### src/rtl/rsa_operand_store.sv
// Word-serial loader for the RSA operands n, d and c. Each operand is assembled
// from BUS_W-bit beats and the full set is offered to the mod-exp core by handshake.
//
// Handshakes: a write beat transfers on a cycle where wr_valid && wr_ready; the
// operand set transfers to the core on a cycle where key_valid && key_ready.
// Neither valid depends combinationally on its ready.
module rsa_operand_store #(
    parameter int WIDTH = 32,
    parameter int BUS_W = 8
) (
    input  logic             clk,
    input  logic             rst,
    input  logic             clear,
    input  logic             wr_valid,
    output logic             wr_ready,
    input  logic [1:0]       wr_sel,
    input  logic [BUS_W-1:0] wr_data,
    output logic             key_valid,
    input  logic             key_ready,
    input  logic             done,
    output logic             busy,
    output logic             err,
    output logic [WIDTH-1:0] primeNumOut,
    output logic [WIDTH-1:0] privateKeyOut,
    output logic [WIDTH-1:0] cipherOut,
    output logic [1:0]       dbg_state_o
);

    localparam int WORDS = WIDTH / BUS_W;
    localparam int CW    = (WORDS > 1) ? $clog2(WORDS) : 1;

    typedef enum logic [1:0] {
        S_IDLE  = 2'd0,
        S_OFFER = 2'd1,
        S_BUSY  = 2'd2
    } state_t;

    state_t           state_q, state_d;
    logic [2:0]       vld_q, vld_d;
    logic [CW-1:0]    cnt_q, cnt_d;
    logic [1:0]       cur_sel_q, cur_sel_d;
    logic [WIDTH-1:0] stage_q, stage_d;
    logic [WIDTH-1:0] n_q, n_d;
    logic [WIDTH-1:0] d_q, d_d;
    logic [WIDTH-1:0] c_q, c_d;
    logic             err_q, err_d;

    logic             beat_acc;
    logic             same_sel;
    logic [CW-1:0]    idx;
    logic [WIDTH-1:0] stage_w;

    always_comb begin
        state_d   = state_q;
        vld_d     = vld_q;
        cnt_d     = cnt_q;
        cur_sel_d = cur_sel_q;
        stage_d   = stage_q;
        n_d       = n_q;
        d_d       = d_q;
        c_d       = c_q;
        err_d     = 1'b0;

        beat_acc = wr_valid && (state_q == S_IDLE);
        same_sel = (wr_sel == cur_sel_q);
        idx      = same_sel ? cnt_q : '0;

        // A change of target operand throws away whatever was half-assembled.
        stage_w = same_sel ? stage_q : '0;
        for (int i = 0; i < WORDS; i++) begin
            if (idx == CW'(i)) begin
                stage_w[i*BUS_W +: BUS_W] = wr_data;
            end
        end

        if (beat_acc) begin
            if (wr_sel == 2'd3) begin
                err_d     = 1'b1;
                cnt_d     = '0;
                cur_sel_d = 2'd3;
                stage_d   = '0;
            end else begin
                cur_sel_d = wr_sel;
                if (idx == CW'(WORDS - 1)) begin
                    cnt_d   = '0;
                    stage_d = '0;
                    case (wr_sel)
                        2'd0:    begin n_d = stage_w; vld_d[0] = 1'b1; end
                        2'd1:    begin d_d = stage_w; vld_d[1] = 1'b1; end
                        default: begin c_d = stage_w; vld_d[2] = 1'b1; end
                    endcase
                end else begin
                    cnt_d   = idx + CW'(1);
                    stage_d = stage_w;
                end
            end
        end

        case (state_q)
            S_IDLE: begin
                if (vld_q == 3'b111) state_d = S_OFFER;
            end
            S_OFFER: begin
                if (key_ready) state_d = S_BUSY;
            end
            S_BUSY: begin
                // The ciphertext is consumed; the key stays loaded for the next block.
                if (done) begin
                    state_d  = S_IDLE;
                    vld_d[2] = 1'b0;
                end
            end
            default: state_d = S_IDLE;
        endcase
    end

    always_ff @(posedge clk) begin
        if (rst || clear) begin
            state_q   <= S_IDLE;
            vld_q     <= '0;
            cnt_q     <= '0;
            cur_sel_q <= '0;
            stage_q   <= '0;
            n_q       <= '0;
            d_q       <= '0;
            c_q       <= '0;
            err_q     <= 1'b0;
        end else begin
            state_q   <= state_d;
            vld_q     <= vld_d;
            cnt_q     <= cnt_d;
            cur_sel_q <= cur_sel_d;
            stage_q   <= stage_d;
            n_q       <= n_d;
            d_q       <= d_d;
            c_q       <= c_d;
            err_q     <= err_d;
        end
    end

    assign wr_ready      = (state_q == S_IDLE);
    assign key_valid     = (state_q == S_OFFER);
    assign busy          = (state_q == S_BUSY);
    assign err           = err_q;
    assign primeNumOut   = n_q;
    assign privateKeyOut = d_q;
    assign cipherOut     = c_q;
    assign dbg_state_o   = state_q;

endmodule

### config.mk
export PLATFORM = sky130hd
export DESIGN_NAME = rsa_operand_store
export DESIGN_NICKNAME = d
export VERILOG_FILES = /design/src/rtl/rsa_operand_store.sv
export SDC_FILE = /design/constraint.sdc
export NUM_CORES = 1
export LEC_CHECK = 0
export ABC_AREA = 1
export CORE_ASPECT_RATIO = 0.9
export CORE_MARGIN = 3
export CORE_UTILIZATION = 30
export CTS_CLUSTER_SIZE = 10
export DETAILED_ROUTE_END_ITERATION = 10
export PLACE_DENSITY = 0.55
export SYNTH_ARGS = -nofsm -noshare
export SYNTH_HDL_FRONTEND = slang
export SYNTH_SLANG_ARGS = --single-unit
### constraint.sdc
create_clock -name clk -period 2.8 [get_ports clk]
set_input_delay 0.28 -clock clk [delete_from_list [all_inputs] [get_ports clk]]
set_output_delay 0.28 -clock clk [all_outputs]
set_load 0.005 [all_outputs]
==> flow_summary.yaml, run 1 <==
status:
  outcome: "completed"
synthesis:
  synth_edf_count: 0
  synth_top_area_share_pct: 45.2
  synthFlopType: "dfxtp_1"
  synthArstFlopShare_pct: 0
  synth_cells: 866
  synth_largest_area_cell: "dfxtp_1"
  synthTopCellsByArea: "dfxtp_1, inv_1, nand2_1"
  netlist_area_um2: 6070
  yosysWarnings: 0
  syn_nets: 886
  seq_area_frac_synth_pct: 45.2
  ys_ff_latch: 137
  synth_area_per_cell_um2: 7.01
  ys_types: 26
power_and_ir_drop:
  p_per_area_nw_per_um2: 561
  peakVddDrop_v: 0.000360
  leakage_nw: 3.37
timing:
  drv_slew: 0
  hold_violations: 0
  holdWs_ps: 448
  tightest_slew_ps: 585
  period_needed_ps: 2310
  period_share_pct: 82.5
  fmax_mhz: 433
  finalSetupTns_ps: 0
  max-slew-margin-rel_pct: 60.9
  clock_skew_ps: 6.17
  setup_viol: 0
  rsz0062_at_grt: "false"
critical_path:
  end_kind: "register"
  crit_type: "in2reg"
  cp-start-kind: "primary input"
  arrival_ps: 2620
  crit_required_ps: 3110
  path_max_fanout: 32
route:
  antenna_left: 0
  drt-total-wl_um: 17500
  drc: 0
  via_per_inst: 4.48
  vias: 5535
  first_iter_violations: 396
  first_pass_iters: 4
  wire_per_inst_um: 14.2
cts:
  clk_pin_slew_worst_paths_ps: 60
  ctsHtreeMaxLevel: 4
  cts_setup_buffers: 0
  clock_sinks: 137
  insertion_delay_ps: 430
  cts_root_buffer: "clkbuf_16"
  ctsResizeCount: 0
  cts_hold_buf: 0
  cts_buffers: 17
  cts_tree: "built"
  clockBufferDepth: 2
job:
  maxCapViolCount: 0
global_route:
  grt_usage_pct: 16.5
  antenna_found_initial: 0
  grt_pass1_vias: 5222
  grt_start_max_net_pins: 47
  grt_pass1_wl_um: 28500
  gr-total-overflow: 0
die:
  die_w_um: 156
  fp-row-count: 48
  initial_core_util_pct: 31.1
  dieHeight_um: 141
  core_um2: 19500
  io_pins: 118
  die_area_um2: 22000
finish:
  final_cell_area_um2: 8100
  nFillCells: 2033
  stdcell_count: 1235
  final_cell_mix: "inv_1, nand2_1, dfxtp_1, clkdlybuf4s50_1, nor2_1"
  nets: 992
  final_common_cell: "inv_1"
  drive_gt1_share_pct: 9.54
  n_antenna_cell: 0
  syn2layout_area_growth_pct: 33.3
place:
  place_area_um2: 7480
  placement.io_buffers: 117
  dp.cells: 1203
  routabilityCongestion: 0.776
  dp_hpwl_um: 11300
min_path:
  hold_class: "in2reg"
==> worst paths after layout <==
check / start / to / slack [ps] / cells past startpoint
setup / recovery: wr_sel[0] / cipherOut[11]$_SDFFE_PP0P_ / 490 / 15
hold / removal: key_ready / dbg_state_o[1]$_SDFFE_PP0P_ / 450 / 3
setup reg to reg: cur_sel_q[1]$_SDFFE_PP0N_ / cipherOut[9]$_SDFFE_PP0P_ / 690 / 9
hold reg to reg: stage_q[6]$_SDFFE_PP0N_ / stage_q[6]$_SDFFE_PP0N_ / 460 / 2
==> flip-flops by register name, summed over array words and instances, names as in the netlist <==
name / cells
err: 1
stage_q: 31
primeNumOut: 32
cnt_q: 2
vld_q: 3
dbg_state_o: 2
cipherOut: 32
cur_sel_q: 2
privateKeyOut: 32
==> report_power, final <==
part           internal, W  switching [W]  total, W
combinational    0.0000585       0.000155  0.000214
sequential         0.00196     0.00000302   0.00196
clock              0.00153       0.000834   0.00237
total              0.00355       0.000992   0.00454
==> synth_stat cells, types with 4 or more instances <==
cell and n:
inv_1 158, nand2_1 154, dfxtp_1 137, nor2_1 103
a21oi_1 79, o21ai_1 50, nand3_1 40, o21ai_0 26
a21oi_2 23, buf_2 19, clkbuf_1 18, nand4_1 17
buf_1 7, inv_2 7, buf_6 5, ha_1 4
nor2_2 4
==> cell type report <==
type                    instances  area, µm²  share of cell area, %
flip-flops and latches        137       2740                   33.9
multi-input cells             512       2440                   30.2
repair buffers                139       1360                   16.8
inverters                     165        621                   7.67
clock buffers                  24        472                   5.83
well taps                     250        313                   3.86
clock inverters                 8        143                   1.76
==> kinds of logic after synthesis <==
kind of cell    after synthesis  share of synthesized area [%]
xor+xnor                      1                          0.268
simple gates                329                           23.1
fa+ha+maj                     4                          0.824
compound gates              178                           16.1
flops                       137                           45.2
buf+inv                     217                           14.6
==> critical path, cell delays in order <==
cell and delay (ps):
clkdlybuf4s50_1 600, inv_2 110, nand2_1 100, nand2_2 50, nand2_1 120, inv_2 50
nand2_1 90, inv_1 70, ha_1 250, buf_4 180, nand3_2 100, buf_4 330
a21oi_1 110, o21ai_1 90, inv_1 60
==> metal layers <==
layer | part of all wire [%] | vias to the layer above | GRT usage (%)
met1 | 51 | 2479 | 23.9
li1 | - | 2888 | -
met4 | 1.3 | 0 | 5.30
met2 | 41 | 148 | 24.0
met3 | 6.4 | 20 | 4.14
met5 | 0 | - | 0
==> metrics by stage <==
stage          utilization (%)  worst slack, ps  power (W)
2_1_floorplan                -              540    0.00212
3_3_place_gp              38.3              153    0.00222
3_5_place_dp              38.3             95.5    0.00221
4_1_cts                   41.5              524    0.00459
5_1_grt                   41.5              249    0.00469
6_report                  41.5              491    0.00454
No activity file was read; power rests on OpenSTA's default activity.
==> run 2: changes to the inputs <==
==> constraint.sdc (replaced) <==
create_clock -name clk -period 2.38 [get_ports clk]
set_input_delay 0.238 -clock clk [delete_from_list [all_inputs] [get_ports clk]]
set_output_delay 0.238 -clock clk [all_outputs]
set_load 0.005 [all_outputs]
==> run 2 against run 1 <==
  * Final area grew 1.5%
  * Clock skew increased by 1.0 ps
  * Hold slack got worse by 33 ps
  * Core utilization rose by 0.62 points
  * Global-route usage about the same
  * Die area stayed put
  * Largest cell class unchanged
  * Clock power up 15%
  * Flip-flop and latch count unchanged
  * Non-clock buffer count increased by 6
  * Sequential power rose by 17%
  * Worst setup slack worse by 190 ps
  * Routed wire length grew 2.3%
==> flow_summary.yaml, run 2 (same netlist as run 1, synthesis figures left out) <==
timing:
  setup_viol: 0
  period_share_pct: 87.3
  max-slew-margin-rel_pct: 63.8
  rsz0062_at_grt: "false"
  tightest_slew_ps: 542
  hold_violations: 0
  period_needed_ps: 2080
  holdWs_ps: 416
  drv_slew: 0
  clock_skew_ps: 7.17
  fmax_mhz: 481
critical_path:
  path_common_cell: "nor2_1"
  crit_type: "reg2reg"
  worstReg2RegStart: "cur_sel_q[1]$_SDFFE_PP0N_"
  r2r_cells: 9
  cpMaxStageDelayCell: "dfxtp_1"
  crit_buf_inv: 1
  path_max_fanout: 24
  crit_chain: "xnor2_2 -> nand2_1 -> nor2_1 -> ha_1 -> nand2_1 -> nor2_4 -> inv_2 -> nor2_1 -> nor2_1"
  critPathMaxStageDelay_ps: 370
  r2r_slack_ps: 300
  crit_required_ps: 2690
  end_kind: "register"
  r2r-end: "primeNumOut[10]$_SDFFE_PP0P_"
  cp-start-kind: "register"
  critPathTopFamily: "simple AND/OR/NAND/NOR gates"
  arrival_ps: 2390
status:
  outcome: "completed"
die:
  dieHeight_um: 141
  io_pins: 118
  die_w_um: 156
  core_um2: 19500
  fp-row-count: 48
  die_area_um2: 22000
  initial_core_util_pct: 31.1
route:
  via_per_inst: 4.52
  first_iter_violations: 330
  vias: 5605
  wire_per_inst_um: 14.4
  drc: 0
  antenna_left: 0
  first_pass_iters: 5
  drt-total-wl_um: 17900
cts:
  clk_pin_slew_worst_paths_ps: 60
  clockBufferDepth: 2
  cts_buffers: 17
  cts_root_buffer: "clkbuf_16"
  ctsHtreeMaxLevel: 4
  cts_setup_buffers: 0
  ctsResizeCount: 0
  insertion_delay_ps: 430
  clock_sinks: 137
  cts_hold_buf: 0
  cts_tree: "built"
min_path:
  hold_class: "in2reg"
  holdCritStartpoint: "key_ready"
  whs_endpoint: "dbg_state_o[1]$_SDFFE_PP0P_"
  min_path_cells: 3
power_and_ir_drop:
  seqPwrFrac_pct: 43.6
  p_per_area_nw_per_um2: 643
  combPwrFrac_pct: 4.9
  switching_power_w: 0.00126
  peakVddDrop_v: 0.000351
  power.total_w: 0.00528
  leakage_nw: 3.42
  swShare_pct: 23.9
  power.internal_w: 0.00402
  pwr-share-clk_pct: 51.5
finish:
  final_util_pct: 42.1
  drive_gt1_share_pct: 10.6
  syn2layout_area_growth_pct: 35.3
  nFillCells: 1974
  n_antenna_cell: 0
  final_common_cell: "inv_1"
  final_cell_mix: "inv_1, nand2_1, dfxtp_1, clkdlybuf4s50_1, nor2_1"
  nets: 998
place:
  routabilityCongestion: 0.763
  dp_hpwl_um: 11500
  placement.io_buffers: 117
global_route:
  gr-total-overflow: 0
  grt_pass1_wl_um: 28200
  grt_start_max_net_pins: 64
  grt_usage_pct: 16.5
  antenna_found_initial: 0
  grt_pass1_vias: 5142
job:
  maxCapViolCount: 0
==> run 2: routing by layer <==
layer	GRT usage (%)	share of wire [%]	vias up
met4	4.60	1.0	0
met2	24.0	42	167
met5	0	0	-
met3	4.33	6.5	15
met1	24.0	51	2513
li1	-	-	2910
==> run 2: layout make-up <==
cell class / count / area (µm²) / area share (%)
Timing Repair Buffer: 145 / 1490 / 18.2
Clock buffer: 17 / 425 / 5.18
Clock inverter: 15 / 178 / 2.16
Multi-Input combinational cell: 512 / 2440 / 29.7
Inverter: 165 / 621 / 7.55
Tap cell: 250 / 313 / 3.81
Sequential cell: 137 / 2740 / 33.4
==> run 2: worst max path at each step <==
stage	from	end	slack, ps	cells past startpoint
2_1_floorplan	cur_sel_q[1]$_SDFFE_PP0N_	cipherOut[23]$_SDFFE_PP0P_	120	14
3_3_place_gp	wr_sel[1]	cipherOut[9]$_SDFFE_PP0P_	-20	11
3_5_place_dp	wr_sel[0]	primeNumOut[16]$_SDFFE_PP0P_	-70	14
4_1_cts	cur_sel_q[1]$_SDFFE_PP0N_	primeNumOut[10]$_SDFFE_PP0P_	280	9
5_1_grt	cur_sel_q[1]$_SDFFE_PP0N_	privateKeyOut[0]$_SDFFE_PP0P_	130	11
6_report	cur_sel_q[1]$_SDFFE_PP0N_	primeNumOut[10]$_SDFFE_PP0P_	300	9
==> run 2: tightest hold or removal path, stage by stage <==
cell and delay, ps:
clkdlybuf4s50_1 430, nand2_1 80, a21oi_1 50
==> run 2: per-stage QoR <==
stage,std cells,setup TNS (ps),area [µm²],worst slack (ps)
after detailed placement,1209,-2290,7610,-71.1
final,1241,0,8220,303
after global routing,1241,0,8220,128
after floorplan,866,0,6070,120
after CTS,1241,0,8220,284
after global placement,1209,-30.5,7610,-15.8
==> run 2: power groups by stage <==
stage	logic (W)	registers (W)	clock network, W
2_1_floorplan	0.000136	0.00235	0
6_report	0.000258	0.00230	0.00272
3_5_place_dp	0.000258	0.00235	0
5_1_grt	0.000280	0.00230	0.00286
3_3_place_gp	0.000258	0.00235	0
4_1_cts	0.000259	0.00230	0.00278
